--- config.mk ---
export PLATFORM = sky130hd
export DESIGN_NAME = div_program_executor
export DESIGN_NICKNAME = d
export VERILOG_FILES = /design/src/rtl/isa_pkg.sv /design/src/rtl/div_program_executor_div_step.sv /design/src/rtl/div_program_executor.sv
export SDC_FILE = /design/constraint.sdc
export NUM_CORES = 1
export LEC_CHECK = 0
export ABC_CLOCK_PERIOD_IN_PS = 2500
export CAP_MARGIN = 20
export CORE_MARGIN = 2
export CORE_UTILIZATION = 53
export CTS_BUF_LIST = sky130_fd_sc_hd__clkbuf_16
export CTS_CLUSTER_SIZE = 14
export DETAILED_ROUTE_END_ITERATION = 8
export PLACE_DENSITY = 0.79
export RECOVER_POWER = 25
export SLEW_MARGIN = 5
export SYNTH_ARGS = -nofsm -noshare
export SYNTH_HDL_FRONTEND = slang
export SYNTH_SLANG_ARGS = --single-unit
--- constraint.sdc ---
create_clock -name clk -period 2.5 [get_ports clk]
set_input_delay 0.25 -clock clk [delete_from_list [all_inputs] [get_ports clk]]
set_output_delay 0.25 -clock clk [all_outputs]
set_load 0.01 [all_outputs]
--- src/rtl/isa_pkg.sv ---
// -----------------------------------------------------------------------------
// isa_pkg
// Shared definitions for the divide program ISA. Both the instruction memory
// and the program executor import this package.
//   DW      : data width of immediates and arithmetic registers
//   PCW     : program counter / selector width
//   LAST_PC : highest valid program address
//   OP_*    : 3-bit opcodes
//   state_t : executor FSM state encoding
// -----------------------------------------------------------------------------
package isa_pkg;

  localparam int DW      = 4;
  localparam int PCW     = 3;
  localparam int LAST_PC = 6;

  localparam logic [2:0] OP_CLR = 3'b000;
  localparam logic [2:0] OP_LD1 = 3'b001;
  localparam logic [2:0] OP_LD2 = 3'b010;
  localparam logic [2:0] OP_LD3 = 3'b011;
  localparam logic [2:0] OP_DIV = 3'b100;
  localparam logic [2:0] OP_RES = 3'b101;
  localparam logic [2:0] OP_DIS = 3'b110;
  localparam logic [2:0] OP_NOP = 3'b111;

  typedef enum logic [1:0] {
    ST_IDLE   = 2'd0,
    ST_EXEC   = 2'd1,
    ST_DIVIDE = 2'd2,
    ST_HALT   = 2'd3
  } state_t;

endpackage

--- src/rtl/div_program_executor_div_step.sv ---
// -----------------------------------------------------------------------------
// div_step
// One combinational compare-subtract step of the restoring divider.
// Ports:
//   rem  (in,  DW) : running remainder
//   rb   (in,  DW) : divisor
//   ge   (out, 1)  : rem >= rb (unsigned)
//   diff (out, DW) : rem - rb (only meaningful when ge is set)
// -----------------------------------------------------------------------------
module div_step #(
  parameter int DW = 4
) (
  input  logic [DW-1:0] rem,
  input  logic [DW-1:0] rb,
  output logic          ge,
  output logic [DW-1:0] diff
);

  assign ge   = (rem >= rb);
  assign diff = rem - rb;

endmodule

--- src/rtl/div_program_executor.sv ---
// -----------------------------------------------------------------------------
// div_program_executor
// Fetches and executes the CLR/LD1/LD2/LD3/DIV/RES/DIS program held in an
// external combinational instruction memory, dividing by repeated
// subtraction and presenting the quotient on the display register.
// Ports:
//   clk, rst     : clock, synchronous active-high reset
//   start        : level-sampled launch request, only honoured in IDLE
//   func, value  : instruction fetched at the current selector
//   selector     : registered program counter to instruction memory
//   quotient     : written by RES
//   remainder    : written by RES
//   display      : written by DIS (copies quotient)
//   busy         : high from the cycle after launch until HALT
//   done         : one-cycle pulse, high during the HALT cycle
//   div_by_zero  : sticky, set by DIV with RB=0, cleared by CLR or rst
//   dbg_state    : current FSM state (isa_pkg::state_t encoding)
// Handshake: start is a level request with no acknowledge; it is accepted on
// the first rising edge where the FSM is in IDLE and start=1, and busy rises
// in the following cycle. done marks completion and needs no response.
// -----------------------------------------------------------------------------
module div_program_executor #(
  parameter int DW      = isa_pkg::DW,
  parameter int PCW     = isa_pkg::PCW,
  parameter int LAST_PC = isa_pkg::LAST_PC
) (
  input  logic           clk,
  input  logic           rst,
  input  logic           start,
  input  logic [2:0]     func,
  input  logic [DW-1:0]  value,
  output logic [PCW-1:0] selector,
  output logic [DW-1:0]  quotient,
  output logic [DW-1:0]  remainder,
  output logic [DW-1:0]  display,
  output logic           busy,
  output logic           done,
  output logic           div_by_zero,
  output logic [1:0]     dbg_state
);

  import isa_pkg::state_t, isa_pkg::ST_IDLE, isa_pkg::ST_EXEC,
         isa_pkg::ST_DIVIDE, isa_pkg::ST_HALT;
  import isa_pkg::OP_CLR, isa_pkg::OP_LD1, isa_pkg::OP_LD2, isa_pkg::OP_LD3,
         isa_pkg::OP_DIV, isa_pkg::OP_RES, isa_pkg::OP_DIS;

  state_t        state;
  logic [DW-1:0] ra, rb, rq, rem;
  logic          ge;
  logic [DW-1:0] diff;
  logic          at_last;
  logic          rb_zero;
  logic          enter_divide;

  div_step #(.DW(DW)) u_div_step (
    .rem  (rem),
    .rb   (rb),
    .ge   (ge),
    .diff (diff)
  );

  assign at_last      = (selector == PCW'(LAST_PC));
  assign rb_zero      = (rb == '0);
  // A DIV with a non-zero divisor parks the selector and hands over to DIVIDE;
  // every other instruction advances (or halts) this cycle.
  assign enter_divide = (func == OP_DIV) && !rb_zero;
  assign dbg_state    = 2'(state);

  always_ff @(posedge clk) begin
    if (rst) begin
      state       <= ST_IDLE;
      selector    <= '0;
      quotient    <= '0;
      remainder   <= '0;
      display     <= '0;
      busy        <= 1'b0;
      done        <= 1'b0;
      div_by_zero <= 1'b0;
      ra          <= '0;
      rb          <= '0;
      rq          <= '0;
      rem         <= '0;
    end else begin
      done <= 1'b0;
      case (state)
        ST_IDLE: begin
          selector <= '0;
          if (start) begin
            state <= ST_EXEC;
            busy  <= 1'b1;
          end
        end

        ST_EXEC: begin
          case (func)
            OP_CLR: begin
              ra          <= '0;
              rb          <= '0;
              rq          <= '0;
              rem         <= '0;
              quotient    <= '0;
              remainder   <= '0;
              div_by_zero <= 1'b0;
            end
            OP_LD1: ra <= value;
            OP_LD2: rb <= value;
            OP_LD3: rq <= value;
            OP_DIV: begin
              rem <= ra;
              if (rb_zero) begin
                div_by_zero <= 1'b1;
                rq          <= '1;
              end
            end
            OP_RES: begin
              quotient  <= rq;
              remainder <= rem;
            end
            OP_DIS: display <= quotient;
            default: ;
          endcase

          // Halting on the last address keeps selector from ever reaching 7.
          if ((func == OP_DIS) || (at_last && !enter_divide)) begin
            state    <= ST_HALT;
            done     <= 1'b1;
            busy     <= 1'b0;
            selector <= '0;
          end else if (enter_divide) begin
            state <= ST_DIVIDE;
          end else begin
            selector <= selector + 1'b1;
          end
        end

        ST_DIVIDE: begin
          if (ge) begin
            rem <= diff;
            rq  <= rq + 1'b1;
          end else if (at_last) begin
            state    <= ST_HALT;
            done     <= 1'b1;
            busy     <= 1'b0;
            selector <= '0;
          end else begin
            selector <= selector + 1'b1;
            state    <= ST_EXEC;
          end
        end

        ST_HALT: begin
          selector <= '0;
          state    <= ST_IDLE;
        end

        default: state <= ST_IDLE;
      endcase
    end
  end

endmodule
; After elaboration in Yosys (flattened, before gate mapping)
; Cells that the tools add are included.
[op_classes]
n_addsub = 3
n_mul = 0
div_mod_pow = 0
magnitude_cmp = 1
n_eq_ne = 21
n_shift = 0
mux = 33
bitwise_logic = 0
n_reduce_logical = 25
[op_table]
columns = operator, count
row1 = 4-bit one-hot mux with 2 select lines, 7
row2 = "3-bit equality test, second input constant", 4
row3 = 3-bit two-way mux, 4
row4 = 4-bit two-way mux, 3
row5 = "2-bit != test, second input constant", 6
row6 = 4-bit one-hot mux with 3 select lines, 1
row7 = 2-bit two-way mux, 5
row8 = 2-bit AND reduction, 5
row9 = 2-bit nonzero test, 5
row10 = "3-bit != test, second input constant", 3
row11 = 3-bit one-hot mux with 3 select lines, 1
row12 = 3-bit AND reduction, 3
row13 = 1-bit two-way mux, 8
row14 = 2-bit one-hot mux with 4 select lines, 1
row15 = "3-bit by 2-bit equality test with 1-bit output, second input constant", 2
row16 = 5-bit AND reduction, 1
row17 = "4-bit by 1-bit adder with 4-bit output, second input constant", 1
row18 = "2-bit equality test, second input constant", 2
row19 = 4-bit greater-or-equal comparator, 1
row20 = 4-bit zero test, 1
row21 = "4-bit by 2-bit != test with 1-bit output, second input constant", 1
row22 = 1-bit one-hot mux with 2 select lines, 2
row23 = 4-bit AND reduction, 1
row24 = 4-bit subtractor, 1
row25 = 12 further kinds, 14
[totals]
register_bits = 36
latchBits = 0
ram_bits = 0
romBits = 0
out_inout_bits = 20
mem_count = 0

; Logic depth before layout (Yosys ltp)
; Gate-level depths: netlist of run 1.
[depth]
ltp_word = 8
depth_mapped = 8

; Modules after synthesis
; From an unflattened synthesis of run 1, not the netlist that was laid out.
[hier_totals]
cells_unflattened = 232
hier_area_um2 = 1888.1
[by_module_without_submodules]
columns = mod, n_inst, cells_per_inst, area_each_um2
row1 = div_program_executor, 1, 213, 1745.4
row2 = div_step, 1, 19, 142.6

; Least setup slack after synthesis of run 1
; No wires, ideal clock.
[synth_timing]
path_kind = register to register
start = register rem[0]
end = register rq[0]
setup_time_ps = 117
t_arrival_ps = 2051
required_ps = 2383
path_slack_ps = 332
path_stages_with_launch = 9
n_path_buf = 0
cell_sequence = dfxtp_1 > inv_1 > ha_1 > fa_1 > a21bo_2 > nand3_1 > a221oi_4 > o21ai_1 > a32o_1
[synth_between]
elab_chain_cells = 3
[synth_lines]
columns = item, line_no
row1 = start: declaration, div_program_executor.sv:48  ; logic [DW-1:0] ra, rb, rq, rem;
row2 = start signal: assignment, div_program_executor.sv:109  ; rem <= ra;
row3 = start signal: assignment, div_program_executor.sv:138  ; rem <= diff;
row4 = 4-bit greater-or-equal comparator, div_program_executor_div_step.sv:19  ; assign ge = (rem >= rb);
row5 = 2-bit != test (no source line), -
row6 = 4-bit AND reduction (no source line), -
row7 = end signal: assignment, div_program_executor.sv:107  ; OP_LD3: rq <= value;
row8 = end signal: assignment, div_program_executor.sv:139  ; rq <= rq + 1'b1;
row9 = end: declaration, div_program_executor.sv:48
; Every way passes these cells.
; A chain may end at the register's enable or synchronous reset.

; Final worst setup path of run 1
; Ends and elaborated chain as after synthesis.

==> reports/metrics.yaml, run 1 <==
status: "finished, final reports clean"
postCtsSetupBuffers: 0
crit_path_launch_type: "flip-flop"
headroom_to_the_max_slew_limit_pct: 60.2
arrival_ns: 2.50
antenna_violations_before_repair: 0
vdd.ir_drop.worst_mv: 0.425
die_h_um: 64.7
detailed_place.area_mm2: 0.00231
finalHoldViolations: 0
mostFrequentLayoutCells: "dfxtp_1, nor2_1, nand2_1, clkdlybuf4s50_1"
synth_enable_flop_cells: 0
rsz0062_at_grt: "no"
post-layout-total-power_mw: 2.02
top_achievable_clock_speed_ghz: 0.429
clk_latency_ns: 0.28
power.switching_fraction_pct: 34.4
post_synth_inst_count: 222
effective_utilization_at_floorplan_pct: 54.1
synth.lib_cells_used.distinct: 52
boundaryPins: 30
worst_path_largest_cell_delay_ns: 0.44
timing.final.max_slew_violations: 0
timing.setup.critical_path_class: "flip-flop to flip-flop"
max-clock-path-buffers: 2
hold_class: "flip-flop to flip-flop"
synthArstFlopShare_pct: 0
fillerInstances: 296
cellPowerDensity_mw_per_mm2: 827
row_count: 22
cts_root_buffer: "clkbuf_16"
p_int_mw: 1.33
path_delay_family: "compound AO/OA/AOI/OAI gates"
flip_flop_and_latch_count_after_synthesis: 36
fin_skew_ns: 0.00141
cts.clk_slew.worst_paths_ns: 0.05
netlist_top_cells_area: "dfxtp_1, ha_1, nor2_1"
via_count_of_the_first_global_routing_pass: 1573
pwr-share-comb_pct: 35.8
layout_area_overhead_pct: 25.4
layout.nets: 277
grt_max_degree: 31
cts_buffers: 5
cts_resized: 0
post_cts_hold_buffer_count: 0
finalWorstPathRequiredPeriod_ns: 2.33
p_seq_share_pct: 34.9
global_route_wire_length_before_repair_um: 7340
post-synth-top-area-cell: "dfxtp_1"
worst-slew-pin-transition_ns: 0.595
hold_slack_ns: 0.453
detailed_routing_iterations_pass_1: 4
via_per_inst: 5.69
ctsHtreeMaxLevel: 2
diodes: 0
net-switching-power_uw: 696
chipWidth_um: 64.7
setup_viol_count_final: 0
p_clk_share_pct: 29.3
final.setup.tns_ns: 0
grt_usage_pct: 22.8
vias: 1736
drc_errors: 0
final_layout_size_suffix_gt1_share_pct: 10.9
numPortBuffers: 29
worst-endpoint-required_ns: 2.67
maxCapViolations: 0
yosys_warnings: 0
coreArea_mm2: 0.00361
ant_nets: 0
initialDrtViolationCount: 95
detailed_route_wl_um: 4500
final_area_mm2: 0.00245
leading_cell_type_in_the_layout_fill_and_taps_excluded: "dfxtp_1"
synth_ff_type: "dfxtp_1"
synth.cell_area_mm2: 0.00195
critical_path.endpoint_type: "flip-flop"
cp_cell_sequence: "inv_1 > ha_1 > fa_1 > a21bo_2 > nand3_1 > a221oi_4 > o21ai_1 > a32o_1"
routed_wire_per_std_cell_um: 14.8
dieArea_mm2: 0.00418
mappedNetlistNets: 243
syn_area_per_cell_um2: 8.79
detailedPlacementHpwl_um: 3260
crit_fanout: 7
cts_tree: "built"
synth-seq-area-share_pct: 36.9
power_leakage_nw: 0.955
share_of_the_synthesized_area_in_the_top_cell_type_pct: 36.9
cts_sinks: 36
globalRouteOverflowTotal: 0
critPathSlowestCell: "a221oi_4"
timing.final.crit_share_pct: 93.2
gp_routability_congestion: 0.817
cp.buffers_inverters: 1
## final cells by class
type	instances	area, µm²	area share (%)
clock inverter	3	13.8	0.563
inverter	13	48.8	1.99
clock buffer	5	125	5.12
sequential	36	721	29.5
timing repair buffer	36	343	14.0
multi-input combinational	164	1130	46.4
tap	48	60.1	2.46
## cells by family (layout without fill, tap and decap cells)
group | after synthesis | count (layout) | share of synthesized area, %
simple gates | 82 | 82 | 21.9
xor+xnor | 1 | 1 | 0.449
buf+inv | 22 | 57 | 4.87
fa+ha+maj | 11 | 11 | 7.44
flops | 36 | 36 | 36.9
mux | 6 | 6 | 3.08
compound gates | 64 | 64 | 25.3
## final timing paths
path | from | end | slack (ns) | cells past startpoint
max reg2reg | rem[0] | rq[0] | 0.17 | 8
min reg2reg | ra[2] | ra[2] | 0.45 | 2
max | rem[0] | rq[0] | 0.17 | 8
min | ra[2] | ra[2] | 0.45 | 2
## cells in the mapped netlist (2+ instances only)
cell type / count
o31ai_1: 3
buf_2: 3
nor2b_1: 2
o21bai_1: 3
nor3_1: 6
a32o_1: 3
a31oi_1: 3
a311oi_1: 4
o21a_1: 2
clkbuf_1: 4
a211oi_1: 6
dfxtp_1: 36
nand3_1: 14
ha_1: 10
a211o_1: 2
nand2b_1: 4
nor2_1: 22
and3_1: 2
a21oi_1: 14
o21ai_0: 6
mux2i_1: 6
nand2_1: 16
nand4_1: 2
nand3b_1: 3
a22oi_1: 8
inv_1: 11
o311a_1: 2
## power groups by stage
stage | Combinational, mW | Sequential, mW | Clock (mW)
floorplan | 0.524 | 0.710 | 0
global placement | 0.706 | 0.715 | 0
detailed placement | 0.719 | 0.718 | 0
CTS | 0.724 | 0.706 | 0.602
global route | 0.794 | 0.715 | 0.628
finish | 0.724 | 0.706 | 0.592
## state kept, by name (all words and copies together) (netlist names), 2 cells and up
signal     count
selector       3
rem            4
rb             4
rq             4
remainder      4
display        4
ra             4
quotient       4
dbg_state      2
## tightest hold or removal path, cell delays in order, from the launching register on
cell	delay, ns
dfxtp_1	0.31
nand2_1	0.05
a21oi_1	0.05
## metal layers
layer  vias to the layer above  global-route usage (%)  routed length [µm]
met3                         5                    4.86                 260
li1                        884                       -                   -
met4                         0                    7.45                  47
met5                         -                       0                   0
met1                       792                    31.0                2140
met2                        55                    36.3                2060
## per-stage QoR
step | instances | util [%] | worst slack (ns)
5_1_grt | 305 | 67.8 | 0.0262
3_3_place_gp | 297 | 64.0 | 0.237
6_report | 305 | 67.8 | 0.170
3_5_place_dp | 297 | 64.0 | 0.183
4_1_cts | 305 | 67.8 | 0.166
2_1_floorplan | 222 | - | 0.332
No activity file was read; power rests on OpenSTA's default activity.
==> run 2, diff against run 1 <==
--- a/config.mk
+++ b/config.mk
@@ -7,7 +7,7 @@
 export LEC_CHECK = 0
 export ABC_CLOCK_PERIOD_IN_PS = 2500
 export CAP_MARGIN = 20
-export CORE_MARGIN = 2
+export CORE_MARGIN = 5
 export CORE_UTILIZATION = 53
 export CTS_BUF_LIST = sky130_fd_sc_hd__clkbuf_16
 export CTS_CLUSTER_SIZE = 14
==> run 2 against run 1 <==
Net effect: sequential share of layout area fell by 0.33 points; combinational power rose by 6.8%; critical path depth did not move; largest power group unchanged; worst setup slack got worse by 0.018 ns; largest cell class unchanged; clock skew rose by 0.00051 ns.
==> reports/metrics.yaml, run 2 (same netlist as run 1, synthesis figures left out) <==
grt_usage_pct: 20.5  # was 22.8%
r2r_slack_ns: 0.15  # was 0.17 ns
status: "finished, final reports clean"  # unchanged
numPortBuffers: 29  # unchanged
cts_root_buffer: "clkbuf_16"  # unchanged
gp_routability_congestion: 0.884  # was 0.817
worst-slew-pin-transition_ns: 0.523  # was 0.595 ns
worst_path_largest_cell_delay_ns: 0.43  # was 0.44 ns
detailed_routing_iterations_pass_1: 4  # unchanged
timing.setup.critical_path_class: "flip-flop to flip-flop"  # unchanged
hold_slack_ns: 0.450  # was 0.453 ns
cts.clk_slew.worst_paths_ns: 0.05  # about the same
cts_tree: "built"  # unchanged
global_route_wire_length_before_repair_um: 8210  # was 7340 µm
finalHoldViolations: 0  # unchanged
mostFrequentLayoutCells: "dfxtp_1, nor2_1, nand2_1, clkdlybuf4s50_1"  # unchanged
critical_path.endpoint_type: "flip-flop"  # unchanged
leading_cell_type_in_the_layout_fill_and_taps_excluded: "dfxtp_1"  # unchanged
fin_skew_ns: 0.00192  # was 0.00141 ns
max-clock-path-buffers: 2  # unchanged
detailedPlacementHpwl_um: 3530  # was 3260 µm
timing.final.crit_share_pct: 93.9  # was 93.2%
via_count_of_the_first_global_routing_pass: 1774  # was 1573
final.setup.tns_ns: 0  # unchanged
rsz0062_at_grt: "no"  # unchanged
dieArea_mm2: 0.00499  # was 0.00418 mm²
vdd.ir_drop.worst_mv: 0.500  # was 0.425 mV
hold_class: "flip-flop to flip-flop"  # unchanged
detailed_place.area_mm2: 0.00231  # about the same
layout.core_utilization_pct: 68.6  # was 67.8%
setup_viol_count_final: 0  # unchanged
globalRouteOverflowTotal: 0  # unchanged
antenna_violations_before_repair: 0  # unchanged
min-delay-start: "ra[3]"  # was ra[2]
via_per_inst: 5.84  # was 5.69
cp_cell_sequence: "inv_1 > ha_1 > fa_1 > a21bo_2 > nand3_2 > a221oi_4 > o21ai_1 > a32o_1"  # was inv_1 > ha_1 > fa_1 > a21bo_2 > nand3_1 > a221oi_4 > o21ai_1 > a32o_1
diodes: 0  # unchanged
effective_utilization_at_floorplan_pct: 54.1  # unchanged
whs_path_depth: 2  # unchanged
cts_buffers: 5  # unchanged
cp-startpoint: "rem[0]"  # unchanged
power_leakage_nw: 0.976  # was 0.955 nW
cts_sinks: 36  # unchanged
routed_wire_per_std_cell_um: 15.6  # was 14.8 µm
cellPowerDensity_mw_per_mm2: 839  # was 827 mW/mm²
r2r-end: "rq[0]"  # unchanged
vias: 1799  # was 1736
stdcell_count: 308  # was 305
row_count: 22  # unchanged
worst-endpoint-required_ns: 2.67  # about the same
initialDrtViolationCount: 189  # was 95
grt_max_degree: 25  # was 31
timing.rr.start: "rem[0]"  # unchanged
chipWidth_um: 70.7  # was 64.7 µm
crit_path_launch_type: "flip-flop"  # unchanged
final_area_mm2: 0.00247  # was 0.00245 mm²
top_achievable_clock_speed_ghz: 0.426  # was 0.429 GHz
maxCapViolations: 0  # unchanged
coreArea_mm2: 0.00361  # unchanged
critPathSlowestCell: "a221oi_4"  # unchanged
crit_fanout: 7  # unchanged
clk_latency_ns: 0.28  # about the same
finalWorstPathRequiredPeriod_ns: 2.35  # was 2.33 ns
die_h_um: 70.7  # was 64.7 µm
headroom_to_the_max_slew_limit_pct: 65.1  # was 60.2%
post_cts_hold_buffer_count: 0  # unchanged
ant_nets: 0  # unchanged
final_layout_size_suffix_gt1_share_pct: 12.3  # was 10.9%
drc_errors: 0  # unchanged
boundaryPins: 30  # unchanged
layout_area_overhead_pct: 26.8  # was 25.4%
detailed_route_wl_um: 4810  # was 4500 µm
ctsHtreeMaxLevel: 2  # unchanged
numPlacedInstances: 298  # was 297
rr_worst_depth: 8  # unchanged
arrival_ns: 2.52  # was 2.50 ns
holdPathEnd: "ra[3]"  # was ra[2]
layout.nets: 280  # was 277
timing.final.max_slew_violations: 0  # unchanged
-- run 2: cell types whose count changed in the layout (fill, tap and decap cells not counted), sizes merged --
cell  change
buf       +3
-- run 2: worst max-delay path: cells and delay by family (launching register included) --
family | cells | cell delay [ns]
AOI/OAI and AO/OA | 4 | 1.10
adders and majority gates | 2 | 0.61
buffers and inverters | 1 | 0.07
and+or+nand+nor | 1 | 0.12
DFF | 1 | 0.35
-- run 2: per-stage QoR --
stage / worst slack (ns) / power (mW)
4_1_cts: 0.110 / 2.05
5_1_grt: 0.0388 / 2.19
2_1_floorplan: 0.332 / 1.23
6_report: 0.152 / 2.07
3_5_place_dp: 0.123 / 1.45
3_3_place_gp: 0.228 / 1.43
-- run 2: worst max path at each step --
stage | end | cells after the start
after floorplan | rq[0] | 8
after global placement | rq[0] | 8
after detailed placement | rq[0] | 8
after CTS | rq[0] | 8
after global routing | rq[0] | 8
final | rq[0] | 8
-- run 2: final cells by class --
cell class,count,area [µm²]
repair buffers,39,365
multi-input cells,164,1140
well taps,48,60.1
clock buffers,5,125
flip-flops and latches,36,721
clock inverters,3,13.8
fillers,283,1130
inverters,13,48.8
-- run 2: routing by layer --
layer	global-route usage (%)	up-vias	part of all wire, %
li1	-	892	-
met2	33.7	48	48
met4	8.35	0	1.5
met5	0	-	0
met3	4.97	8	5.8
met1	25.9	851	45
-- run 2: power by group --
part           switching, mW  internal [mW]
clock                  0.234          0.362
combinational          0.421          0.352
sequential            0.0642          0.642
total                  0.719           1.36
-- run 2: timing repair --
action / in CTS / in global routing
buffers inserted: 0 / 2
resized for setup: 0 / 1
setup endpoints to repair: 0 / 2
==> run 3, diff against run 2 <==
--- a/config.mk
+++ b/config.mk
@@ -10,8 +10,10 @@
 export CORE_MARGIN = 5
 export CORE_UTILIZATION = 53
 export CTS_BUF_LIST = sky130_fd_sc_hd__clkbuf_16
+export CTS_CLUSTER_DIAMETER = 100
 export CTS_CLUSTER_SIZE = 14
 export DETAILED_ROUTE_END_ITERATION = 8
+export GPL_ROUTABILITY_DRIVEN = 0
 export PLACE_DENSITY = 0.79
 export RECOVER_POWER = 25
 export SLEW_MARGIN = 5
==> results of run 3 <==
The final DEF is identical to that of run 2; final timing and power are the same.
